[src/rtl/ttl_74259_sync.sv]
// Synchronous 8-bit addressable latch (74259 function) with registered outputs.
// Optional macro TTL_74259_DELAY_EN adds a DELAY_NS transport delay on Q (timing model).
`timescale 1ns / 1ps

module ttl_74259_sync #(
  parameter int WIDTH_SELECT = 3,
  parameter int WIDTH_OUT    = 2 ** WIDTH_SELECT,
  parameter int DELAY_NS     = 20
) (
  input  logic                    clk,
  input  logic                    reset,
  input  logic                    CLRn,
  input  logic                    Gn,
  input  logic [WIDTH_SELECT-1:0] SEL,
  input  logic                    D,
  output logic [WIDTH_OUT-1:0]    Q
);

  logic [WIDTH_OUT-1:0] q_p0;
  logic [WIDTH_OUT-1:0] q_nxt;

  // CLRn=0 zeroes the base, Gn=0 overwrites the addressed bit. The ternary keeps
  // X on SEL/D visible in simulation; out-of-range SEL never matches any bit.
  function automatic logic [WIDTH_OUT-1:0] next_q(
    input logic [WIDTH_OUT-1:0]    cur,
    input logic                    clr_n,
    input logic                    g_n,
    input logic [WIDTH_SELECT-1:0] sel,
    input logic                    d
  );
    logic [WIDTH_OUT-1:0] base;
    logic [WIDTH_OUT-1:0] res;
    base = clr_n ? cur : '0;
    res  = base;
    if (!g_n) begin
      for (int i = 0; i < WIDTH_OUT; i++) begin
        res[i] = (32'(sel) == 32'(i)) ? d : base[i];
      end
    end
    return res;
  endfunction

  always_comb begin
    q_nxt = next_q(q_p0, CLRn, Gn, SEL, D);
  end

  // Stage p0: output register, reset wins over every mode.
  always_ff @(posedge clk) begin
    if (reset) begin
      q_p0 <= '0;
    end else begin
      q_p0 <= q_nxt;
    end
  end

`ifdef TTL_74259_DELAY_EN
  logic [WIDTH_OUT-1:0] q_dly;

  always @(q_p0) begin
    q_dly <= #(DELAY_NS * 1ns) q_p0;
  end

  assign Q = q_dly;
`else
  assign Q = q_p0;
`endif

endmodule

[config.mk]
export PLATFORM = sky130hd
export DESIGN_NAME = ttl_74259_sync
export DESIGN_NICKNAME = d
export VERILOG_FILES = /design/src/rtl/ttl_74259_sync.sv
export SDC_FILE = /design/constraint.sdc
export NUM_CORES = 1
export LEC_CHECK = 0
export CAP_MARGIN = 0
export CORE_AREA = 2 2 39 41
export CTS_BUF_LIST = sky130_fd_sc_hd__clkbuf_4
export DETAILED_ROUTE_END_ITERATION = 7
export DIE_AREA = 0 0 41 43
export GPL_TIMING_DRIVEN = 0
export PLACE_DENSITY = 0.65
export SETUP_SLACK_MARGIN = 0.05
export SLEW_MARGIN = 30
export SYNTH_ARGS = -nofsm -noshare
export SYNTH_HDL_FRONTEND = slang
export SYNTH_SLANG_ARGS = --single-unit
[constraint.sdc]
create_clock -name clk -period 1 [get_ports clk]
set_input_delay 0.2 -clock clk [delete_from_list [all_inputs] [get_ports clk]]
set_output_delay 0.2 -clock clk [all_outputs]
set_load 0.02 [all_outputs]
Yosys cells after proc, flatten, opt, wreduce, memory -nomap -nowiden
Cells that the tools add are included.
{ "classes": {"addsub": 0, "n_mul": 0, "n_div": 0, "n_lt_le_gt_ge": 0, "n_eq_ne": 7, "n_shift": 0, "mux": 10, "bitwise": 0, "n_reduce_logical": 1} }
{ "ops": {"columns": ["operator", "n"], "rows": [
  ["$mux 8", 2],
  ["$eq 3x3->1 const B", 4],
  ["$mux 1", 8],
  ["$eq 3x2->1 const B", 2],
  ["$eq 3x1->1 const B", 1],
  ["$logic_not 3->1", 1]
]} }
{ "totals": {"register_bits": 8, "latchBits": 0, "ram_bits": 0, "romBits": 0, "input_bits": 8, "word_cells": 19, "memories": 0} }

Depth between registers and ports, before layout
{ "logic_depth": {"word_depth": 3, "mapped_depth": 3, "ltp_nobuf": 2} }

Least setup slack after synthesis
Ideal clock, no wire load.
{ "synth_timing": {"path_type": "input -> register", "startpoint": "in SEL[2]", "endpoint": "reg q_p0[1], in the netlist Q[1]", "setup_ns": 0.072, "arrival_time_ns": 0.734, "t_required_ns": 0.928, "path_slack_ns": 0.194, "path_stages": 2, "path_cell_list": "nor4b_1 > mux2i_1"} }
{ "synth_between": {"elab_chain_cells": 3} }
{ "synth_rtl": {"columns": ["element", "line", "rtl"], "rows": [
  ["start: declaration", "14", "input logic [WIDTH_SELECT-1:0] SEL,"],
  ["$eq 3x1->1", "37", "res[i] = (32'(sel) == 32'(i)) ? d : base[i];"],
  ["$mux 1", "37", null],
  ["$mux 8", "35", "if (!g_n) begin"],
  ["end signal: assignment", "52", "q_p0 <= q_nxt;"],
  ["end: declaration", "19", "logic [WIDTH_OUT-1:0] q_p0;"]
]} }
No other way between the ends.
A chain may end at the register's enable or synchronous reset.

Worst setup path after layout
{ "layout_timing": {"startpoint": "reg q_p0[7], in the netlist Q[7]", "endpoint": "out Q[7]"} }
{ "layout_rtl": {"columns": ["element", "line", "rtl"], "rows": [
  ["end: declaration", "16", "output logic [WIDTH_OUT-1:0] Q"]
]} }
No word-level cell between the ends.

==> impl_metrics.toml <==
[critical_path]
crit_path_start_kind = "register"
cp_data_required_time_ns = 0.80
crit_type = "register to output port"
critPathTopFamily = "flip-flops"
worst-path-max-fanout = 2
cp-startpoint = "Q[7]$_SDFF_PP0_"
r2r_start = "Q[1]$_SDFF_PP0_"
cp_cell_sequence = "buf_6"
crit_buf_inv = 1
slowest_delay_ns = 0.35
critPathSlowestCell = "dfxtp_1"
endpoint_kind = "output port"
critPathArrivalTime_ns = 0.73

[cells_and_area]
fin_nets = 62
insertedDiodeCount = 0
n_fill_cell = 143
largest_reg_flops = 8
area_delta_synth_final_pct = 52.70
drive_gt1_share_pct = 44.23
seqCellArea_sq_um = 167.7
multiInputGateArea_sq_um = 250.2
final_util_pct = 43.49
finalInstanceArea_sq_um = 601.8

[die]
die_h_um = 43
die_w_um = 41
dieArea_sq_um = 1763
initial_core_util_pct = 28.48
row_count = 14
io_pins = 16
coreArea_sq_um = 1384

[drt]
wire_per_inst_um = 13.88
drc = 0
drtAntennaViolNets = 0
vias = 337
drtIter0Drc = 2
viasPerCell = 4.956
wl_um = 944
first_pass_iters = 3

[min_path]
hold_path_startpoint = "CLRn"
hp-class = "primary input to register"

[global_routing]
grt_pass1_vias = 326
antenna_found_initial = 0
grt_usage_pct = 13.29
grt_pass1_wl_um = 1504
gr-total-overflow = 0
grt_max_degree = 10

[placed_design]
place_area_sq_um = 554.3
place_congestion = 0.6329
port_buffers = 14
post-dp-hpwl_um = 596.6
post-place-ws_ns = -0.4725

[sta]
setup_tns_ns = 0
max_clock_freq_ghz = 1.078
max_slew_margin_pct = 74.61
worst_slack_ns = 0.07225
hold_viol = 0
layout_min_cycle_time_ns = 0.9278
rsz0062_at_grt = "no"
slew_violations = 0
worst_slew_pin_slew_ns = 0.3808
finalCritPeriodShare_pct = 92.78
finalSetupViolCount = 0
fin_skew_ns = 0

[synth]
syn_area_sq_um = 394.1
synth_nets = 43
synth-simple-area-share_pct = 36.83
ys_seq_area_share_pct = 40.63
synth_flop_cell = "dfxtp_1"
synth.avg_cell_area_sq_um = 11.26
synth_top_family_by_area = "simple AND/OR/NAND/NOR gates"
synth_xor_area_share_pct = 0
synth_adder_area_share_pct = 0
synth.largest_area_cell = "dfxtp_1"
synthArstFlopShare_pct = 0
synth_cell_types = 11
synth_compound_area_share_pct = 0
synth_common_cells = "8 x dfxtp_1, 8 x mux2i_1, 8 x nand3b_1"
synth.area.top_cells = "dfxtp_1 41%, mux2i_1 20%, nand3b_1 15%"
muxShareOfSynthArea_pct = 20.32
synth_seq_cells = 8
yosysTopAreaCellShare_pct = 40.63
postSynthCellCount = 35
synth_edf_count = 0
synth-warning-count = 0

[run]
cap_viol_max_count = 0

[cts]
htree_levels = 1
root_buffer = "clkbuf_4"
cts_max_path_buffers = 2
clkLatencyLatePin_ns = 0.25
cts_tree = "done"
hold_buffers = 0
clk_pin_slew_worst_paths_ns = 0.06
cts_sinks = 8
cts_buffers = 3

[pwr]
leakagePower_uw = 0.0002287
power_uw = 683.4
power_per_cell_area_nw_per_um2 = 1136
irDropWorstVdd_v = 0.0005625

[outcome]
outcome = "complete, no violations"
[cells by family after synthesis]
logic type,count (synthesis)
buffers and inverters,2
flip-flops,8
multiplexers,8
AND/OR/NAND/NOR,17
[path summary, 6_finish.rpt]
check / slack [ns] / end / cells past startpoint
worst max-delay path: 0.07 / Q[7] / 1
worst max register to register: 0.35 / Q[1]$_SDFF_PP0_ / 2
worst min-delay path: 0.36 / Q[6]$_SDFF_PP0_ / 3
worst min register to register: 0.48 / Q[4]$_SDFF_PP0_ / 2
[per-stage QoR]
stage               cells  hold WS [ns]
floorplan              35        0.3850
global placement       65        0.4709
detailed placement     65        0.4734
CTS                    68        0.3637
global route           68        0.3767
finish                 68        0.3619
[repair_timing]
item / in CTS / in global routing
gates resized for setup: 52 / 8
setup endpoints to repair: 16 / 7
pin swaps: 0 / 1
setup buffers: 0 / 0
[cell type report]
| type | instances | area share [%] |
|---|---|---|
| multi-input cells | 25 | 41.58 |
| well taps | 16 | 3.326 |
| repair buffers | 14 | 22.04 |
| clock buffers | 3 | 3.742 |
| plain buffers | 2 | 1.455 |
| flip-flops and latches | 8 | 27.86 |
[power breakdown]
group          internal (uW)  total [uW]  switching [uW]
combinational           45.2        93.2            48.0
sequential               324         327            3.04
clock                    138         263             125
total                    507         683             176
[layer usage]
metal | routed length [um] | up-vias | global-route usage, %
met2 | 508 | 5 | 17.50
met5 | 0 | - | 0
met4 | 0 | 0 | 12.00
met1 | 420 | 162 | 17.86
met3 | 16 | 0 | 1.571
li1 | - | 170 | -
[layout by cell type, fill, tap and decap left out]
master           instances
nor4b_2                  3
and4bb_2                 1
nand3b_1                 8
dfxtp_1                  2
buf_6                    5
dfxtp_2                  6
clkdlybuf4s50_1          1
buf_4                    3
nand4b_1                 1
nand2b_1                 1
dlygate4sd2_1            5
buf_1                    1
and4bb_1                 2
mux2i_1                  8
clkbuf_2                 1
clkbuf_4                 3
nor4_2                   1
No activity file was read; power rests on OpenSTA's default activity.
